===== config.mk =====
export PLATFORM = sky130hd
export DESIGN_NAME = sao_stat_cate_sched
export DESIGN_NICKNAME = d
export VERILOG_FILES = /design/src/rtl/sao_stat_pkg.sv /design/src/rtl/sao_stat_acc_bank.sv /design/src/rtl/sao_stat_cate_sched.sv
export SDC_FILE = /design/constraint.sdc
export NUM_CORES = 1
export LEC_CHECK = 0
export ABC_AREA = 1
export CORE_MARGIN = 10
export CORE_UTILIZATION = 35
export CTS_BUF_LIST = sky130_fd_sc_hd__clkbuf_4 sky130_fd_sc_hd__clkbuf_8 sky130_fd_sc_hd__clkbuf_16
export DETAILED_ROUTE_END_ITERATION = 10
export REMOVE_ABC_BUFFERS = 1
export SYNTH_ARGS = -nofsm -noshare
export SYNTH_HDL_FRONTEND = slang
export SYNTH_SLANG_ARGS = --single-unit
export TNS_END_PERCENT = 30

===== constraint.sdc =====
create_clock -name clk -period 8.8 [get_ports clk]
set_clock_uncertainty 0.1 [all_clocks]
set_input_delay 1.32 -clock clk [delete_from_list [all_inputs] [get_ports clk]]
set_output_delay 1.32 -clock clk [all_outputs]
set_load 0.02 [all_outputs]

===== src/rtl/sao_stat_pkg.sv =====
// rtl/sao_stat_pkg.sv - shared state type, widths and saturating adders for SAO statistics
// Contents: state_t (IDLE/WAIT/SWEEP/DONE), default widths, sat_add_s / sat_add_u.
package sao_stat_pkg;

    typedef enum logic [1:0] {
        IDLE  = 2'd0,
        WAIT  = 2'd1,
        SWEEP = 2'd2,
        DONE  = 2'd3
    } state_t;

    localparam int SAO_DIFF_CLIP_BIT = 4;
    localparam int SAO_SUM_W         = 16;
    localparam int SAO_CNT_W         = 12;
    localparam int SAO_S61_W         = SAO_DIFF_CLIP_BIT + 4;

    // Signed add of two sign-extended operands, clamped to a w-bit signed range.
    // The 33-bit intermediate cannot overflow, so the clamp sees the true sum.
    function automatic logic signed [31:0] sat_add_s(input logic signed [31:0] a,
                                                     input logic signed [31:0] b,
                                                     input int w);
        logic signed [32:0] s;
        logic signed [32:0] hi;
        logic signed [32:0] lo;
        s  = $signed({a[31], a}) + $signed({b[31], b});
        hi = (33'sd1 <<< (w - 1)) - 33'sd1;
        lo = -(33'sd1 <<< (w - 1));
        if (s > hi)
            return hi[31:0];
        else if (s < lo)
            return lo[31:0];
        else
            return s[31:0];
    endfunction

    // Unsigned add clamped to 2^w - 1.
    function automatic logic [31:0] sat_add_u(input logic [31:0] a,
                                              input logic [31:0] b,
                                              input int w);
        logic [32:0] s;
        logic [32:0] hi;
        s  = {1'b0, a} + {1'b0, b};
        hi = (33'd1 << w) - 33'd1;
        return (s > hi) ? hi[31:0] : s[31:0];
    endfunction

endpackage


===== src/rtl/sao_stat_acc_bank.sv =====
// rtl/sao_stat_acc_bank.sv - per-category saturating sum and pixel-count registers
// Ports: clk/rst (sync, active-high), clr (zero all entries), upd_en/upd_idx (entry
// updated this cycle), s61 (partial diff sum for upd_idx), cate (latched beat
// categories used for the popcount), sum_out/cnt_out (register contents).
module sao_stat_acc_bank
    import sao_stat_pkg::*;
#(
    parameter int PIX6      = 6,
    parameter int n_bo_type = 5,
    parameter int N_CATE    = 5,
    parameter int SUM_W     = SAO_SUM_W,
    parameter int CNT_W     = SAO_CNT_W,
    parameter int S61_W     = SAO_S61_W
) (
    input  logic                        clk,
    input  logic                        rst,
    input  logic                        clr,
    input  logic                        upd_en,
    input  logic [n_bo_type-1:0]        upd_idx,
    input  logic signed [S61_W-1:0]     s61,
    input  logic [n_bo_type-1:0]        cate    [0:PIX6-1],
    output logic signed [SUM_W-1:0]     sum_out [0:N_CATE-1],
    output logic [CNT_W-1:0]            cnt_out [0:N_CATE-1]
);

    localparam int POP_W = $clog2(PIX6 + 1);

    logic signed [SUM_W-1:0] r_sum [0:N_CATE-1];
    logic [CNT_W-1:0]        r_cnt [0:N_CATE-1];

    logic [POP_W-1:0]        w_pop;
    logic signed [SUM_W-1:0] w_sum_cur;
    logic signed [SUM_W-1:0] w_sum_nxt;
    logic [CNT_W-1:0]        w_cnt_cur;
    logic [CNT_W-1:0]        w_cnt_nxt;

    // Pixels matching the swept category; codes >= N_CATE are never swept,
    // so they never contribute.
    always_comb begin
        w_pop = '0;
        for (int i = 0; i < PIX6; i++) begin
            if (cate[i] == upd_idx)
                w_pop = w_pop + POP_W'(1);
        end
    end

    always_comb begin
        w_sum_cur = '0;
        w_cnt_cur = '0;
        for (int k = 0; k < N_CATE; k++) begin
            if (upd_idx == n_bo_type'(k)) begin
                w_sum_cur = r_sum[k];
                w_cnt_cur = r_cnt[k];
            end
        end
    end

    assign w_sum_nxt = SUM_W'(sat_add_s(32'(w_sum_cur), 32'(s61), SUM_W));
    assign w_cnt_nxt = CNT_W'(sat_add_u(32'(w_cnt_cur), 32'(w_pop), CNT_W));

    always_ff @(posedge clk) begin
        if (rst || clr) begin
            for (int k = 0; k < N_CATE; k++) begin
                r_sum[k] <= '0;
                r_cnt[k] <= '0;
            end
        end else if (upd_en) begin
            for (int k = 0; k < N_CATE; k++) begin
                if (upd_idx == n_bo_type'(k)) begin
                    r_sum[k] <= w_sum_nxt;
                    r_cnt[k] <= w_cnt_nxt;
                end
            end
        end
    end

    assign sum_out = r_sum;
    assign cnt_out = r_cnt;

endmodule


===== src/rtl/sao_stat_cate_sched.sv =====
// rtl/sao_stat_cate_sched.sv - beat latch and category sweep sequencer for SAO statistics
// Ports: clk/rst (sync, active-high); start (begin CTU, IDLE only); in_valid/in_ready/
// in_last with cate/diff (beat input); adder_cate/adder_diff/cate_target (to the shared
// external adder), s61 (its result); sum_out/cnt_out (statistics); busy, done.
module sao_stat_cate_sched
    import sao_stat_pkg::*;
#(
    parameter int PIX6          = 6,
    parameter int diff_clip_bit = SAO_DIFF_CLIP_BIT,
    parameter int n_bo_type     = 5,
    parameter int N_CATE        = 5,
    parameter int SUM_W         = SAO_SUM_W,
    parameter int CNT_W         = SAO_CNT_W
) (
    input  logic                          clk,
    input  logic                          rst,
    input  logic                          start,
    input  logic                          in_valid,
    output logic                          in_ready,
    input  logic                          in_last,
    input  logic [n_bo_type-1:0]          cate        [0:PIX6-1],
    input  logic signed [diff_clip_bit:0] diff        [0:PIX6-1],
    output logic [n_bo_type-1:0]          adder_cate  [0:PIX6-1],
    output logic signed [diff_clip_bit:0] adder_diff  [0:PIX6-1],
    output logic [n_bo_type-1:0]          cate_target,
    input  logic signed [diff_clip_bit+3:0] s61,
    output logic signed [SUM_W-1:0]       sum_out     [0:N_CATE-1],
    output logic [CNT_W-1:0]              cnt_out     [0:N_CATE-1],
    output logic                          busy,
    output logic                          done
);

    localparam int                   S61_W    = diff_clip_bit + 4;
    localparam logic [n_bo_type-1:0] LAST_IDX = n_bo_type'(N_CATE - 1);

    state_t                      r_state;
    logic [n_bo_type-1:0]        r_idx;
    logic                        r_last;
    logic                        r_busy;
    logic                        r_done;
    logic [n_bo_type-1:0]        r_adder_cate [0:PIX6-1];
    logic signed [diff_clip_bit:0] r_adder_diff [0:PIX6-1];

    logic w_sweep_end;
    logic w_in_ready;
    logic w_accept;
    logic w_clr;
    logic w_upd;

    // The next beat may be taken on the final sweep cycle so back-to-back
    // beats cost exactly N_CATE cycles; never after the CTU's last beat.
    assign w_sweep_end = (r_state == SWEEP) && (r_idx == LAST_IDX);
    assign w_in_ready  = (r_state == WAIT) || (w_sweep_end && !r_last);
    assign w_accept    = in_valid && w_in_ready;
    assign w_clr       = (r_state == IDLE) && start;
    assign w_upd       = (r_state == SWEEP);

    // r_idx is returned to 0 whenever SWEEP is left, so it doubles as cate_target.
    always_ff @(posedge clk) begin
        if (rst) begin
            r_state <= IDLE;
            r_idx   <= '0;
            r_last  <= 1'b0;
            r_busy  <= 1'b0;
            r_done  <= 1'b0;
            for (int i = 0; i < PIX6; i++) begin
                r_adder_cate[i] <= '0;
                r_adder_diff[i] <= '0;
            end
        end else begin
            if (w_accept) begin
                r_last <= in_last;
                for (int i = 0; i < PIX6; i++) begin
                    r_adder_cate[i] <= cate[i];
                    r_adder_diff[i] <= diff[i];
                end
            end
            case (r_state)
                IDLE: begin
                    if (start) begin
                        r_state <= WAIT;
                        r_busy  <= 1'b1;
                    end
                end
                WAIT: begin
                    if (w_accept) begin
                        r_state <= SWEEP;
                        r_idx   <= '0;
                    end
                end
                SWEEP: begin
                    if (!w_sweep_end) begin
                        r_idx <= r_idx + n_bo_type'(1);
                    end else begin
                        r_idx <= '0;
                        if (r_last) begin
                            r_state <= DONE;
                            r_done  <= 1'b1;
                        end else if (!w_accept) begin
                            r_state <= WAIT;
                        end
                    end
                end
                DONE: begin
                    r_state <= IDLE;
                    r_done  <= 1'b0;
                    r_busy  <= 1'b0;
                end
                default: begin
                    r_state <= IDLE;
                end
            endcase
        end
    end

    sao_stat_acc_bank #(
        .PIX6      (PIX6),
        .n_bo_type (n_bo_type),
        .N_CATE    (N_CATE),
        .SUM_W     (SUM_W),
        .CNT_W     (CNT_W),
        .S61_W     (S61_W)
    ) u_bank (
        .clk     (clk),
        .rst     (rst),
        .clr     (w_clr),
        .upd_en  (w_upd),
        .upd_idx (r_idx),
        .s61     (s61),
        .cate    (r_adder_cate),
        .sum_out (sum_out),
        .cnt_out (cnt_out)
    );

    assign in_ready    = w_in_ready;
    assign adder_cate  = r_adder_cate;
    assign adder_diff  = r_adder_diff;
    assign cate_target = r_idx;
    assign busy        = r_busy;
    assign done        = r_done;

endmodule


# Word level (Yosys, flattened, before mapping)
# Index checks and enable logic that the tools add are counted.
# word_totals
ff_bits	210
inputBits	73
output_inout_bits	208
wordCells	110
# op_classes
add_sub_neg	8
n_lt_le_gt_ge	3
eq_ne	18
muxes	33
n_reduce_logical	21
# op_table
cell	n
$mux W16	7
$mux W12	6
$eq A5 B5 Y1	6
$add A16 B8 Y17	1
$gt A17 B16 Y1 const B	1
$lt A17 B16 Y1 const B	1
$mux W3	5
$reduce_and A2 Y1	7
$add A12 B3 Y13	1
$gt A13 B12 Y1 const B	1
$add A3 B1 Y3 const B	4
$eq A5 B2 Y1 const B	2
$mux W2	5
$mux W5	2
$pmux W5 S2	1
$ne A2 B2 Y1 const B	4
$pmux W2 S4	1
$reduce_bool A2 Y1	3
$add A5 B1 Y5 const B	1
$eq A5 B1 Y1 const B	1
$eq A5 B3 Y1 const B	1
$logic_not A5 Y1	1
$eq A2 B2 Y1 const B	2
$logic_and A1 B1 Y1	4
10 further kinds	15

# Logic depth before layout (Yosys ltp)
# logic_depth
word_depth	15
depth_mapped	39
depth_no_buf	38

# By module
# A second synthesis with hierarchy kept.
# unflattened
hier_cells	1610
hier_area_um2	11536.1
# by_module_without_submodules
module	instances	cells_each	area_each_um2	seq_area_each_um2
sao_stat_acc_bank	1	1274	8659.6	2802.7
sao_stat_cate_sched	1	336	2876.5	1401.3

# Worst setup path after synthesis
# OpenSTA, ideal clock, no wires.
# synth_timing
path_type	register -> register
start	register r_idx[2], in the netlist cate_target[2]
end	register u_bank.r_cnt (netlist bit u_bank.cnt_out[9])
setup_time_ns	0.109
t_arrival_ns	4.473
required_ns	8.591
setup_slack_ns	4.118
stages_incl_launch_ff	35
n_path_buf	1
period_less_slack_ns	4.682
path_cell_list	dfxtp_1 buf_2 xor2_1 nor2_1 nand3_1 inv_1 ha_1 nand4_1 nand2_1 inv_1 ha_1 inv_1 nand2_1 o21ai_0 nand2_1 and2_1 ha_1 nand2_1 xor2_1 xor2_1 nand2_1 nand2_1 inv_1 ha_1 nand3_1 nand3_1 nand2_1 nor2_2 nand2_1 nor2_2 nand3_1 nand2_1 nand3_1 nand2_1 inv_1
# synth_via
elab_chain_cells	15
elab_cells_between_ends	31
cone_classes	add/sub: 6; order compare: 1; eq/ne: 10; mux: 12; reduce/logical: 2
# synth_rtl
item	line	rtl
start: declaration	sao_stat_cate_sched.sv:37	logic [n_bo_type-1:0] r_idx;
start signal: assignment	sao_stat_cate_sched.sv:93	r_idx <= r_idx + n_bo_type'(1);
$eq A5 B5 Y1	sao_stat_acc_bank.sv:42	if (cate[i] == upd_idx)
$mux W1	sao_stat_acc_bank.sv:42	
$add A1 B1 Y2	sao_stat_acc_bank.sv:43	w_pop = w_pop + POP_W'(1);
$mux W3	sao_stat_acc_bank.sv:42	
$add A3 B1 Y3	sao_stat_acc_bank.sv:43	
$mux W3	sao_stat_acc_bank.sv:42	
$add A3 B1 Y3	sao_stat_acc_bank.sv:43	
$mux W3	sao_stat_acc_bank.sv:42	
$add A3 B1 Y3	sao_stat_acc_bank.sv:43	
$mux W3	sao_stat_acc_bank.sv:42	
$add A3 B1 Y3	sao_stat_acc_bank.sv:43	
$mux W3	sao_stat_acc_bank.sv:42	
$add A12 B3 Y13	sao_stat_pkg.sv:42	s = {1'b0, a} + {1'b0, b};
$gt A13 B12 Y1	sao_stat_pkg.sv:44	return (s > hi) ? hi[31:0] : s[31:0];
$mux W12	sao_stat_pkg.sv:44	
end signal: indexed assignment	sao_stat_acc_bank.sv:71	r_cnt[k] <= w_cnt_nxt;
end: declaration	sao_stat_acc_bank.sv:29	logic [CNT_W-1:0] r_cnt [0:N_CATE-1];
# Several ways; a longest one is shown, not always the timed one.
# A chain may end at the register's enable or synchronous reset.

# Final worst setup path
# layout_timing
start	register r_idx[0], in the netlist cate_target[0]
end	output port in_ready
# layout_via
elab_chain_cells	4
# layout_rtl
item	line	rtl
$eq A5 B3 Y1	sao_stat_cate_sched.sv:52	assign w_sweep_end = (r_state == SWEEP) && (r_idx == LAST_IDX);
$logic_and A1 B1 Y1	sao_stat_cate_sched.sv:52	
$logic_and A1 B1 Y1	sao_stat_cate_sched.sv:53	assign w_in_ready = (r_state == WAIT) || (w_sweep_end && !r_last);
$logic_or A1 B1 Y1	sao_stat_cate_sched.sv:53	
end: declaration	sao_stat_cate_sched.sv:19	output logic in_ready,
# No other way between the ends.

==> results.yml <==
drt:
  drc_errors: 0
  firstDrtPassIters: 5
  wl_per_cell_um: 18.0
  vias: 11500
  wl_um: 41500
  via_per_inst: 5.00
  drt-initial-drc-count: 823
  final_antenna_net_count: 0
worst_setup_path:
  arrival_ns: 4.34
  cp_slowest_stage_delay_ns: 0.86
  critical_path.slowest_cell: "nor2_4"
  crit_path_end_kind: "output pin"
  cpMostUsedCell: "inv_1"
  path_cells: "inv_1, ha_1, inv_1, nor2_2, nand3_2, buf_4, nor2_4, inv_2, o21ai_2, clkdlybuf4s50_1"
  worst-setup-path-type: "reg2out"
  critical_path.startpoint_type: "flop"
  r2r_start: "cate_target[0]$_SDFFE_PP0P_"
  critPathMaxFanout: 40
  cp.required_ns: 7.38
  crit_start: "cate_target[0]$_SDFFE_PP0P_"
timing:
  slew_headroom_pct: 26.1
  final_max_slew_viol_count: 0
  fmax_mhz: 174
  grt_setup_unrepaired: "no"
  setup_tns_ns: 0
  min_period_over_period_pct: 65.5
  hold_violations: 0
  worstMarginPinSlew_ns: 1.11
  fin_crit_ns: 5.76
  finalSetupViolCount: 0
  hold_ws_ns: 0.380
  setup_ws_ns: 3.04
synthesis:
  syn_area_um2: 11300
  synth-edff-count: 0
  ys.flop_type: "dfxtp_1"
  synth.yosys.seq_area_share_pct: 37.3
  synth_top_cell_by_area: "dfxtp_1"
  synth_cells: 1649
  ys_ff_latch: 210
  avgSynthCellArea_um2: 6.83
  synth_cell_types: 49
  yosysWarnings: 0
  synth-async-reset-ratio_pct: 0
  synth.top_cell.area_share_pct: 37.3
  synth.area.top_cells: "dfxtp_1 (37%), nand2_1 (8.6%), inv_1 (8.0%)"
cells_and_area:
  diodes: 0
  drive_gt1_share_pct: 6.21
  fillCellCount: 3101
  syn_to_final_growth_pct: 35.1
  fin_nets: 1981
placed_design:
  port-buffer-count: 280
  hpwl_um: 29300
  place_ws_ns: 3.42
  gp_congestion: 0.893
floorplan:
  initial_core_util_pct: 35.6
  core_um2: 31600
  ios: 281
  rows: 65
  dieArea_um2: 39700
  die_w_um: 199
  dieHeight_um: 199
outcome:
  status: "completed"
power_and_ir_drop:
  p_per_area_nw_per_um2: 302
  switching_share_pct: 43.9
  p_clk_share_pct: 25.7
  p_comb_share_pct: 48.7
  internal_power_w: 0.00257
  ir_drop_mv: 0.192
  p_sw_w: 0.00201
  seq_power_share_pct: 25.6
  p_leak_nw: 6.77
clock_network:
  post_cts_resized: 0
  hold_buffers: 0
  path_clk_slew_ns: 0.06
  cts_max_path_buffers: 3
  root_buffer: "clkbuf_16"
  cts_tree: "yes"
  clk_latency_ns: 0.56
  htreeDepth: 1
  cts_made_buffers: 27
  postCtsSetupRepairBufs: 0
  cts_sinks: 210
global_routing:
  grt_pass1_wl_um: 63900
  grt_pass1_vias: 11100
  antenna_found_initial: 0
  grt_max_degree: 82
  grt_overflow_total: 0
  grt_use_total_pct: 20.2
worst_hold_path:
  hold_start: "adder_diff[16]$_SDFFE_PP0P_"
  hp-class: "reg2reg"
job:
  drv_cap: 0
[kinds of logic (layout without fill, tap and decap cells)]
group / after synthesis / in the layout / share of synthesized area, %
simple gates: 658 / 658 / 25.2
compound gates: 363 / 363 / 18.3
buf+inv: 347 / 597 / 12.4
flops: 210 / 210 / 37.3
xor+xnor: 42 / 42 / 3.33
fa+ha+maj: 29 / 29 / 3.36
[worst paths after layout]
path	cells after the start	end	slack, ns
worst max-delay path	10	in_ready	3.04
worst min-delay path	2	adder_diff[16]$_SDFFE_PP0P_	0.38
worst max register to register	21	u_bank.sum_out[24]$_SDFFE_PP0P_	3.34
worst min register to register	2	adder_diff[16]$_SDFFE_PP0P_	0.38
[cell usage in the layout (no fill, tap or decap), types with 10 or more instances in the layout]
| cell type | n |
|---|---|
| o21bai_1 | 13 |
| clkbuf_16 | 27 |
| buf_4 | 14 |
| nand2_2 | 13 |
| xnor2_1 | 14 |
| xor2_1 | 27 |
| a21oi_1 | 115 |
| o21ai_0 | 146 |
| a31oi_1 | 12 |
| o21a_1 | 24 |
| dfxtp_1 | 210 |
| nor2_1 | 201 |
| ha_1 | 27 |
| nand2_1 | 256 |
| nand3_1 | 148 |
| inv_2 | 10 |
| inv_1 | 240 |
| clkdlybuf4s50_1 | 280 |
| o211ai_1 | 23 |
[metrics by stage]
step | instance area (um2) | std cells | power, W | utilization, %
after CTS | 15200 | 2301 | 0.00461 | 48.1
final | 15200 | 2301 | 0.00459 | 48.1
after global routing | 15200 | 2301 | 0.00495 | 48.1
after floorplan | 10800 | 1556 | 0.00266 | -
after global placement | 14300 | 2252 | 0.00340 | 45.1
after detailed placement | 14300 | 2252 | 0.00342 | 45.1
[power groups by stage]
| stage | clock [W] | sequential [W] | combinational, W |
|---|---|---|---|
| finish | 0.00118 | 0.00117 | 0.00224 |
| global route | 0.00123 | 0.00119 | 0.00252 |
| CTS | 0.00120 | 0.00117 | 0.00224 |
| detailed placement | 0 | 0.00119 | 0.00223 |
| global placement | 0 | 0.00119 | 0.00221 |
| floorplan | 0 | 0.00131 | 0.00135 |
[critical path: cells and delay by family (launching register included)]
family | cells | cell delay [ns]
buffers and inverters | 5 | 1.75
adder cells (fa/ha/maj) | 1 | 0.23
flip-flops | 1 | 0.43
AO/OA/AOI/OAI | 1 | 0.31
AND/OR/NAND/NOR | 3 | 1.04
[registers in the layout (all words and copies together) (netlist names)]
name            count
r_last              1
u_bank.sum_out     80
adder_cate         30
busy                1
done                1
u_bank.cnt_out     60
r_state             2
cate_target         5
adder_diff         30
[final cells by class]
class / count / area [um2] / area share [%]
Tap cell: 402 / 503 / 3.31
Timing Repair Buffer: 294 / 2910 / 19.1
Clock inverter: 12 / 153 / 1.00
Multi-Input combinational cell: 1092 / 5680 / 37.3
Sequential cell: 210 / 4200 / 27.6
Clock buffer: 37 / 807 / 5.31
Inverter: 254 / 956 / 6.28
[layer usage]
metal / track usage, % / share of wire (%) / vias to the layer above
met5: 0 / 0 / -
met3: 6.11 / 9.6 / 57
met1: 24.7 / 42 / 5265
li1: - / - / 5766
met2: 33.8 / 46 / 415
met4: 5.27 / 2.5 / 0
[cells in the mapped netlist, types with 9 or more instances]
| cell | count |
|---|---|
| a21oi_1 | 115 |
| a31oi_1 | 12 |
| buf_2 | 17 |
| clkbuf_1 | 60 |
| dfxtp_1 | 210 |
| ha_1 | 27 |
| inv_1 | 241 |
| inv_2 | 10 |
| nand2_1 | 257 |
| nand2_2 | 12 |
| nand3_1 | 148 |
| nand3_2 | 9 |
| nor2_1 | 205 |
| o211ai_1 | 23 |
| o21a_1 | 24 |
| o21ai_0 | 146 |
| o21ai_1 | 9 |
| o21bai_1 | 13 |
| xnor2_1 | 14 |
| xor2_1 | 27 |
Note: power is estimated with default switching activity, not from simulation.
